[src/rtl/rotl_seq_16bit.sv]
// Multi-cycle 16-bit rotate-left: one bit position per clock, result published on a one-cycle done pulse.
// Latency s+2 cycles from accepted start; start is ignored while busy, with no queuing.
module rotl_seq_16bit (
  input  logic        clk,
  input  logic        rst,
  input  logic        start,
  input  logic [15:0] A,
  input  logic [3:0]  s,
  output logic [15:0] w,
  output logic        busy,
  output logic        done
);

  localparam logic [1:0] ST_IDLE  = 2'd0;
  localparam logic [1:0] ST_SHIFT = 2'd1;
  localparam logic [1:0] ST_DONE  = 2'd2;

  logic [1:0]  state;
  logic [15:0] r;
  logic [3:0]  cnt;

  always_ff @(posedge clk) begin
    if (rst) begin
      state <= ST_IDLE;
      r     <= 16'h0000;
      cnt   <= 4'd0;
      w     <= 16'h0000;
    end else begin
      case (state)
        ST_IDLE: begin
          if (start) begin
            r     <= A;
            cnt   <= s;
            state <= ST_SHIFT;
          end
        end
        ST_SHIFT: begin
          // The terminal edge publishes r, so w never shows a partial rotation.
          if (cnt == 4'd0) begin
            w     <= r;
            state <= ST_DONE;
          end else begin
            r   <= {r[14:0], r[15]};
            cnt <= cnt - 4'd1;
          end
        end
        ST_DONE: state <= ST_IDLE;
        default: state <= ST_IDLE;
      endcase
    end
  end

  assign busy = (state == ST_SHIFT) || (state == ST_DONE);
  assign done = (state == ST_DONE);

endmodule

[config.mk]
export PLATFORM = sky130hd
export DESIGN_NAME = rotl_seq_16bit
export DESIGN_NICKNAME = d
export VERILOG_FILES = /design/src/rtl/rotl_seq_16bit.sv
export SDC_FILE = /design/constraint.sdc
export NUM_CORES = 1
export LEC_CHECK = 0
export ABC_AREA = 0
export BUFFER_PORTS_ARGS = -buffer_cell sky130_fd_sc_hd__clkbuf_2
export CORE_MARGIN = 4
export CORE_UTILIZATION = 57
export CTS_CLUSTER_DIAMETER = 60
export DETAILED_ROUTE_END_ITERATION = 8
export PLACE_DENSITY_LB_ADDON = 0.12
export SYNTH_ARGS = -nofsm -noshare
export SYNTH_HDL_FRONTEND = slang
export SYNTH_SLANG_ARGS = --single-unit
[constraint.sdc]
create_clock -name clk -period 3.6 [get_ports clk]
set_input_delay 0.36 -clock clk [delete_from_list [all_inputs] [get_ports clk]]
set_output_delay 0.36 -clock clk [all_outputs]
set_load 0.05 [all_outputs]
Word-level counts from Yosys, hierarchy flattened. Cells that the tools add are included.

Flip-flop bits (word level): 38. Input port bits: 23. Output and inout bits: 18.

Add/subtract/negate cells: 1. Eq/ne operators: 5. Muxes and demuxes: 9. Reductions and logical operators: 7.

Operator list (count): 2-to-1 mux 16 bit (2); one-hot mux 16 bit (2 select lines) (1); 2-to-1 mux 4 bit (2); one-hot mux 4 bit (2 select lines) (1); inequality test 2 bit, second input constant (3); zero test 4 bit (1); 2-to-1 mux 2 bit (2); one-hot mux 2 bit (2 select lines) (1); AND reduction 2 bit (2); subtractor 4 x 1 -> 4 bit, second input constant (1); AND reduction 3 bit (1); == test 2 x 1 -> 1 bit, second input constant (1); == test 2 bit, second input constant (1); zero test 2 bit (1); nonzero test 2 bit (1); logical OR 1 bit (1).

Depth between registers and ports, before layout. Gate-level depths: netlist of run 1.

Word-level depth: 3. Gate-level depth with buffers: 7. Mapped depth without buffers: 5.

Worst setup path before layout of run 1. OpenSTA, ideal clock, no wires.

Kind: reg-to-reg. Start: register state[0]. End: register cnt[0]. Setup time: 0.136 ns. Arrival: 1.432 ns. Data required time: 3.464 ns. Slack: 2.033 ns. Cell stages (with the launch flop): 8. Buffers on the path: 2. Clock period less this slack: 1.567 ns. Cell sequence: dfxtp_1 inv_1 ha_1 buf_2 mux2_2 buf_2 a21oi_1 a211oi_1.

Cells in the longest elaborated chain, start to end: 3. Elaborated cells on any way between the ends: 7. Classes of those cells: eq/ne: 3; mux: 1; reduce/logical: 3.

RTL lines: start: declaration (RTL line 18) `logic [1:0] state;`; start signal: assignment (RTL line 24) `state <= ST_IDLE;`; start signal: assignment (RTL line 34) `state <= ST_SHIFT;`; start signal: assignment (RTL line 41) `state <= ST_DONE;`; == test 2 x 1 -> 1 bit or zero test 2 bit (tied branches) (RTL line 29) `case (state)`; inequality test 2 bit (no source line) or nonzero test 2 bit (tied branches); AND reduction 3 bit (no source line); end signal: assignment (RTL line 33) `cnt <= s;`; end signal: assignment (RTL line 44) `cnt <= cnt - 4'd1;`; end: declaration (RTL line 20) `logic [3:0] cnt;`.

Several ways; a longest one is shown, not always the timed one. A chain may end at the register's enable or synchronous reset.

Final worst setup path of run 1.
Start: register state[1]. End: register r[12].

Cells in the longest elaborated chain, start to end: 3. Elaborated cells on any way between the ends: 7. Classes of those cells: eq/ne: 3; mux: 1; reduce/logical: 3.

RTL lines: == test 2 x 1 -> 1 bit or zero test 2 bit (tied branches) (RTL line 29); inequality test 2 bit (no source line) or nonzero test 2 bit (tied branches); AND reduction 3 bit (no source line); end signal: assignment (RTL line 43) `r <= {r[14:0], r[15]};`; end: declaration (RTL line 19) `logic [15:0] r;`.

Several ways; a longest one is shown, not always the timed one.

==> flow_summary_export.csv, run 1 <==
group,metric,value,unit
die,rows,19,
grt,grt_pass1_wl,6760,um
grt,antenna_found_initial,0,
sta,max_freq,422,MHz
route,drcViolationCount,0,
sta,maxSlewViolCount,0,
cts,worstSkewPairLatency,0.35,ns
cells_and_area,multi_input_area,907,um2
die,die_h,63.5,um
setup_path,worstPathCellList,"inv_1, ha_1, buf_4, mux2_2, a21oi_1, a211oi_1",
setup_path,cp-start-kind,"flop",
cts,cts_buffers,5,
grt,grt_pass1_vias,1514,
sta,layout_min_cycle_time,2.37,ns
setup_path,cp.buffers_inverters,2,
sta,max_slew_margin,47.3,%
cts,cts.sink_count,38,
flow_run,drv_cap,0,
die,die_w,63.5,um
yosys,ys_seq_area_share,43.4,%
cts,post_cts_resized,0,
route,vias,1557,
setup_path,slowest_stage,"ha_1",
cts,post_cts.repair.setup_buffers,0,
place,dp_hpwl,2880,um
cells_and_area,layout_commonest_cell,"clkbuf_2",
die,core-area,0.00285,mm2
cells_and_area,design_area,0.00203,mm2
route,wire_per_inst,15.6,um
sta,hold_viol_final,0,
route,drt_iter0_markers,130,
setup_path,critPathKind,"reg -> reg",
grt,grt_max_degree,41,
cts,cts_tree,"yes",
cells_and_area,drive_gt1_share,23.9,%
place,finalWeightedCongestion,0.813,
setup_path,critPathCaptureType,"flop",
cts,max-clock-path-buffers,2,
cells_and_area,fin_nets,258,
sta,setup_viol,0,
cells_and_area,final_cells,261,
cts,hold_buffers,0,
power,peakVddDrop,0.505,mV
yosys,synth-seq-cells,38,
yosys,syn_area,0.00175,mm2
sta,grt_setup_unrepaired,"no",
yosys,yosysUniqueCellTypes,32,
cts,h-tree-depth,2,
sta,worst_slew_pin_slew,0.790,ns
power,p_total,1880,uW
route,antenna_left,0,
setup_path,worstPathMaxFanout,18,
cells_and_area,antenna_cells,0,
cells_and_area,fin_util,71.0,%
yosys,syn_inst,196,
setup_path,path_delay_family,"adder cells",
die,initial_core_util,61.4,%
power,power.density,929,mW/mm2
setup_path,crit_path_max_incr_delay,0.63,ns
cells_and_area,seq_area,761,um2
sta,finalSetupTns,0,ns
grt,grt_use_total,21.2,%
grt,grt_remaining_overflow,0,
power,p_leak,0.000816,uW
place,post-place-cells,254,
die,ios,41,
place,port_buffers,40,
cells_and_area,final_cell_mix,"clkbuf_2, dfxtp_1, a21oi_1, nand2_1, mux2i_1",
yosys,syn_nets,224,
route,wl_met3,258,um
sta,skew,0.00436,ns
route,top_layer_used,"met4",
route,first_pass_iters,4,
yosys,syn_avg_cell_area,8.94,um2
sta,period_share,65.8,%
min_path,hold_path_class,"in -> reg",
setup_path,cp_data_required_time,3.85,ns
place,postPlaceCellArea,0.00194,mm2
cts,clock_tree.root_cell,"clkbuf_4",
yosys,yosys_warnings,0,
cts,clk_transition_reported_paths,0.11,ns
route,post_drt_via_cell_ratio,5.97,
cells_and_area,nFillCells,227,
route,wl,4070,um
die,die-area,0.00403,mm2
route,drt-met1-wl,1680,um
cells_and_area,syn_to_final_growth,15.6,%
setup_path,crit_arrival,2.62,ns
route,wl_met2,2040,um
run_status,outcome,"completed",
final timing paths:
check	endpoint	start	slack [ns]	depth (start not counted)
min reg2reg	w[1]	w[1]	0.46	2
max	r[12]	state[1]	1.23	6
max reg2reg	r[12]	state[1]	1.23	6
min	r[10]	A[10]	0.33	3
state kept, by name, indices dropped and copies added, names as in the netlist:
signal / cells
r: 16
w: 16
cnt: 4
state: 2
Yosys cell counts (all sizes together):
library cell,number,area share [%]
ha,5,3.6
a311oi,1,0.50
o31ai,1,0.43
mux2i,19,11
nand2,33,7.1
nand4,1,0.36
or3b,1,0.50
clkbuf,5,1.1
a2111o,1,0.64
nand2b,3,1.1
a211oi,17,7.6
mux2,1,0.64
and2b,1,0.43
nand3,1,0.29
inv,4,0.86
o21ai,3,0.86
nor4bb,1,0.57
nor3b,2,0.86
nand4bb,1,0.64
buf,11,3.8
a22o,1,0.50
dfxtp,38,43
a31oi,1,0.36
a21oi,35,10
a21o,1,0.43
nor2,4,1.3
or4,1,0.43
nor2b,3,1.1
cell families after synthesis:
family	synth area share [%]
fa+ha+maj	3.57
compound gates	21.3
buf+inv	5.71
mux	11.5
simple gates	14.6
flops	43.4
worst register-to-register path: cells and delay by family, from the launching register on:
family	cells	cell delay, ns
buffers and inverters	2	0.51
adders and majority gates	1	0.63
muxes	1	0.43
AOI/OAI and AO/OA	2	0.38
DFF	1	0.33
power by group:
group	leakage, uW	internal, uW	switching, uW
Sequential	0.000311	559	114
Clock	0.0000443	162	137
Combinational	0.000460	339	571
Total	0.000816	1060	822
routing by layer:
layer	track usage [%]	vias up
li1	-	763
met1	23.7	727
met2	36.6	59
met3	6.57	8
met4	9.70	0
met5	0	-
through the flow:
step	setup slack, ns	hold WS, ns
global route	1.10	0.323
global placement	1.41	0.444
detailed placement	1.26	0.449
finish	1.23	0.328
floorplan	2.03	0.444
CTS	1.26	0.323
area by class of cell:
class                           count  area share [%]
Inverter                            4           0.741
Timing Repair Buffer               43            11.0
Sequential cell                    38            37.6
Clock inverter                      1            1.48
Tap cell                           31            1.91
Multi-Input combinational cell    138            44.8
Clock buffer                        6            2.53
Note: power is estimated with default switching activity, not from simulation.
==> run 2, diff against run 1 <==
- ABC_AREA: 0 -> 1
- CORE_UTILIZATION: 57 -> 52
- clock period: 3.6 -> 2.23 ns (I/O delays scaled with it)
==> flow_summary_export.csv, run 2 <==
group,metric,value,unit
run_status,outcome,"completed",
setup_path,cpMostUsedCell,"inv_1",
cts,hold_buffers,0,
yosys,synth.most_common_cell,"nand2_1",
place,finalWeightedCongestion,0.843,
die,die_h,65.5,um
cts,clock_tree.root_cell,"clkbuf_4",
setup_path,critPathKind,"reg -> reg",
die,initial_core_util,55.4,%
yosys,synth_area_leaders,"dfxtp_1, nand2_1, o21ai_0",
route,drcViolationCount,0,
route,wire_per_inst,10.7,um
yosys,ys_seq_area_share,44.3,%
power,p_total,2670,uW
cells_and_area,final_cells,328,
yosys,synth_top_area_share,44.3,%
cells_and_area,syn_to_final_growth,15.0,%
setup_path,cp.buffers_inverters,2,
route,wl,3500,um
yosys,yosys_warnings,0,
yosys,syn_nets,275,
power,p_leak,0.000925,uW
setup_path,regToRegSetupSlack,0.44,ns
flow_run,drv_cap,0,
sta,skew,0.00959,ns
sta,layout_min_cycle_time,1.79,ns
setup_path,worstPathMaxFanout,16,
yosys,synth_top_area_cell,"dfxtp_1",
sta,finalSetupTns,0,ns
cells_and_area,layout_commonest_cell,"nand2_1",
setup_path,path_delay_family,"simple AND/OR/NAND/NOR gates",
sta,max_slew_margin,70.0,%
cells_and_area,drive_gt1_share,20.1,%
sta,worst_slew_pin_slew,0.449,ns
yosys,syn_area,0.00172,mm2
setup_path,critPathCaptureType,"flop",
sta,hold_ws,0.211,ns
grt,antenna_found_initial,0,
route,post_drt_via_cell_ratio,4.75,
grt,grt_pass1_vias,1414,
grt,grt_use_total,18.6,%
grt,grt_remaining_overflow,0,
die,rows,20,
cts,cts_tree,"yes",
setup_path,timing.rr.start,"state[1]",
cts,cts.sink_count,38,
yosys,yosysUniqueCellTypes,19,
cts,worstSkewPairLatency,0.34,ns
sta,setup_viol,0,
die,die-area,0.00429,mm2
setup_path,crit_path_max_incr_delay,0.34,ns
setup_path,worstPathCellList,"inv_1, ha_1, nand3_4, nand2_2, inv_1, o21ai_0, nor2_1",
sta,max_freq,560,MHz
die,core-area,0.00310,mm2
cells_and_area,seq_area,761,um2
setup_path,crit_cells,7,
place,dp_hpwl,2460,um
route,antenna_left,0,
sta,hold_viol_final,0,
setup_path,r2r_end,"cnt[2]",
setup_path,crit_arrival,2.03,ns
yosys,synth.top_cells.by_count,"nand2_1, dfxtp_1, nor2_1, o21ai_0, a21oi_1",
setup_path,cp-startpoint,"state[1]",
setup_path,cp-start-kind,"flop",
grt,grt_pass1_wl,6140,um
cells_and_area,reg.largest.list,"r (16), w (16), cnt (4)",
sta,period_share,80.1,%
power,peakVddDrop,0.739,mV
route,first_pass_iters,4,
setup_path,slowest_stage,"dfxtp_1",
route,drt_iter0_markers,118,
cells_and_area,final_cell_mix,"nand2_1, clkbuf_2, dfxtp_1, nor2_1, o21ai_0",
cts,max-clock-path-buffers,2,
grt,grt_max_degree,28,
cells_and_area,multi_input_area,806,um2
min_path,hold_path_class,"in -> reg",
yosys,synth_edf_count,0,
power,power.density,1350,mW/mm2
place,post-place-cells,320,
setup_path,endpoint,"cnt[2]",
cts,cts_buffers,5,
yosys,ys.flop_type,"dfxtp_1",
setup_path,cp_data_required_time,2.47,ns
die,ios,41,
cts,h-tree-depth,2,
yosys,async_reset_ff_share,0,%
route,vias,1557,
yosys,synth-seq-cells,38,
place,port_buffers,40,
cts,post_cts.repair.setup_buffers,0,
sta,maxSlewViolCount,0,
yosys,syn_inst,247,
cells_and_area,fin_nets,311,
sta,grt_setup_unrepaired,"no",
cts,post_cts_resized,0,
setup_path,rr_worst_depth,7,
die,die_w,65.5,um
cts,clk_transition_reported_paths,0.11,ns
cells_and_area,nFillCells,309,
cells_and_area,antenna_cells,0,
yosys,syn_avg_cell_area,6.96,um2
-- run 2: worst reg2reg max path, cell delays in order (launching register included) --
cell and delay [ns]:
dfxtp_1 0.34, inv_1 0.10, ha_1 0.32, nand3_4 0.20, nand2_2 0.26, inv_1 0.22, o21ai_0 0.20, nor2_1 0.05
-- run 2: layer usage --
metal	track usage (%)	share of wire, %	vias to the layer above
li1	-	-	847
met1	24.9	50	667
met2	28.7	44	39
met3	5.81	5.4	4
met4	5.44	1.1	0
met5	0	0	-
-- run 2: how the worst min path moves through the flow --
stage / startpoint / to / depth (start not counted)
final: s[2] / cnt[2] / 5
after detailed placement: w[6] / w[6] / 2
after CTS: s[2] / cnt[2] / 5
after global placement: r[14] / w[14] / 2
after global routing: s[3] / cnt[3] / 5
after floorplan: r[0] / r[0] / 2
-- run 2: kinds of logic (layout without fill, tap and decap cells) --
logic type / count (synthesis) / after routing / share of synthesized area (%)
buf+inv: 32 / 69 / 8.81
compound gates: 56 / 56 / 16.5
simple gates: 116 / 116 / 26.7
fa+ha+maj: 5 / 5 / 3.64
flops: 38 / 38 / 44.3
-- run 2: metrics by stage --
stage,area (um2),setup WS (ns),util (%)
global route,1980,0.204,63.7
floorplan,1720,0.828,-
CTS,1980,0.437,63.7
global placement,1910,0.481,61.6
finish,1980,0.443,63.7
detailed placement,1910,0.462,61.6
-- run 2: layout make-up --
class	count	share of cell area (%)
Multi-Input combinational cell	177	40.8
Sequential cell	38	38.5
Timing Repair Buffer	43	11.3
Inverter	18	3.42
Tap cell	44	2.79
Clock buffer	6	2.60
Clock inverter	2	0.633
-- run 2: power breakdown --
part | internal, uW | switching [uW] | total (uW)
clock network | 152 | 229 | 380
logic | 388 | 920 | 1310
registers | 867 | 115 | 982
==> run 3, diff against run 2 <==
- ABC_AREA: 1 -> 0
- clock period: 2.23 -> 1.85 ns (I/O delays scaled with it)
==> flow_summary_export.csv, run 3 (same netlist as run 1, synthesis figures left out) <==
group,metric,value,unit
power,power.density,1760,mW/mm2
die,initial_core_util,56.0,%
grt,grt_remaining_overflow,0,
sta,grt_setup_unrepaired,"no",
cts,max-clock-path-buffers,2,
setup_path,crit_arrival,1.98,ns
sta,max_freq,578,MHz
cts,clock_tree.root_cell,"clkbuf_4",
sta,max_slew_margin,64.4,%
cts,clk_transition_reported_paths,0.11,ns
setup_path,crit_path_max_incr_delay,0.37,ns
min_path,hold_path_class,"in -> reg",
power,peakVddDrop,0.936,mV
sta,layout_setup_ws,0.121,ns
setup_path,cp-start-kind,"flop",
power,p_leak,0.000840,uW
sta,period_share,93.5,%
die,rows,20,
cells_and_area,seq_area,761,um2
route,drt_iter0_markers,128,
setup_path,rr_worst_depth,6,
setup_path,critPathKind,"reg -> reg",
route,wire_per_inst,14.3,um
route,antenna_left,0,
grt,grt_pass1_wl,6460,um
route,wl,3990,um
cells_and_area,drive_gt1_share,26.0,%
setup_path,worstPathCellList,"inv_1, ha_1, mux2i_2, nor2_4, buf_12, a211oi_1",
cts,h-tree-depth,2,
setup_path,r2r_end,"r[14]",
grt,antenna_found_initial,0,
setup_path,critPathCaptureType,"flop",
sta,finalSetupTns,0,ns
die,die_w,66.1,um
place,finalWeightedCongestion,0.768,
cells_and_area,final_cell_mix,"clkbuf_2, dfxtp_1, a21oi_1, nand2_1, mux2i_1",
cts,worstSkewPairLatency,0.34,ns
setup_path,worstPathMaxFanout,18,
sta,layout_min_cycle_time,1.73,ns
min_path,min_to,"r[13]",
die,core-area,0.00313,mm2
die,ios,41,
cells_and_area,nFillCells,281,
grt,grt_max_degree,34,
cts,cts.sink_count,38,
die,die_h,66.1,um
route,first_pass_iters,4,
run_status,outcome,"completed",
setup_path,timing.rr.start,"state[0]",
setup_path,regToRegSetupSlack,0.12,ns
place,port_buffers,40,
route,vias,1558,
cts,hold_buffers,0,
cells_and_area,syn_to_final_growth,19.8,%
sta,maxSlewViolCount,0,
grt,grt_use_total,19.0,%
route,drcViolationCount,0,
sta,worst_slew_pin_slew,0.534,ns
cts,cts_tree,"yes",
setup_path,cp_data_required_time,2.10,ns
cells_and_area,antenna_cells,0,
cts,cts_buffers,5,
place,dp_hpwl,2740,um
place,pre_cts_slack,0.0609,ns
min_path,hp-start,"A[13]",
sta,skew,0.0149,ns
flow_run,drv_cap,0,
cells_and_area,multi_input_area,915,um2
cells_and_area,layout_commonest_cell,"clkbuf_2",
route,post_drt_via_cell_ratio,5.58,
cells_and_area,fin_nets,262,
die,die-area,0.00436,mm2
cells_and_area,reg.largest.list,"r (16), w (16), cnt (4)",
sta,setup_viol,0,
sta,hold_viol_final,0,
setup_path,slowest_stage,"mux2i_2",
min_path,holdPathStages,3,
grt,grt_pass1_vias,1471,
==> run 3: final cells by class <==
type / count / area share, %
Tap cell: 44 / 2.62
Clock inverter: 2 / 0.596
Inverter: 4 / 0.715
Sequential cell: 38 / 36.2
Timing Repair Buffer: 47 / 13.8
Clock buffer: 6 / 2.44
Multi-Input combinational cell: 138 / 43.6
==> run 3: worst max path at each step <==
stage                  end  slack, ns      from  depth (start not counted)
floorplan           cnt[0]       0.28  state[0]                          7
global placement     r[15]       0.20  state[1]                          6
detailed placement   r[14]       0.06  state[1]                          6
CTS                  r[14]       0.06  state[1]                          6
global route          r[2]       0.01  state[1]                          6
finish               r[14]       0.12  state[0]                          6
==> run 3: layer usage <==
metal / wire length (um) / track usage (%)
met4: 36 / 5.33
met1: 1750 / 22.7
met3: 230 / 5.27
met2: 1970 / 33.3
met5: 0 / 0
==> run 3: stage by stage <==
stage | hold slack [ns] | util [%] | cell area, um2 | power [uW] | instances
6_report | 0.154 | 67.1 | 2100 | 3690 | 279
5_1_grt | 0.151 | 67.1 | 2100 | 3930 | 279
4_1_cts | 0.146 | 66.2 | 2070 | 3600 | 278
3_5_place_dp | 0.448 | 64.2 | 2010 | 3140 | 270
3_3_place_gp | 0.443 | 64.2 | 2010 | 3070 | 270
2_1_floorplan | 0.363 | - | 1750 | 2720 | 196
==> run 3: repair_timing <==
| item | 4_1_cts | 5_1_grt |
|---|---|---|
| gates resized for setup | 0 | 2 |
| setup buffers | 0 | 1 |
| setup endpoints to repair | 0 | 16 |
==> run 3: critical path: cells and delay by family (launching register included) <==
family | cells | cell delay, ns
simple gates | 1 | 0.08
mux | 1 | 0.37
compound gates | 1 | 0.23
buf+inv | 2 | 0.27
flops | 1 | 0.34
fa+ha+maj | 1 | 0.35
==> run 3: report_power, final <==
part           leakage [uW]  total, uW  internal (uW)  switching (uW)
Combinational      0.000494       1920            795            1130
Sequential         0.000311       1310           1090             218
Clock             0.0000343        455            183             272
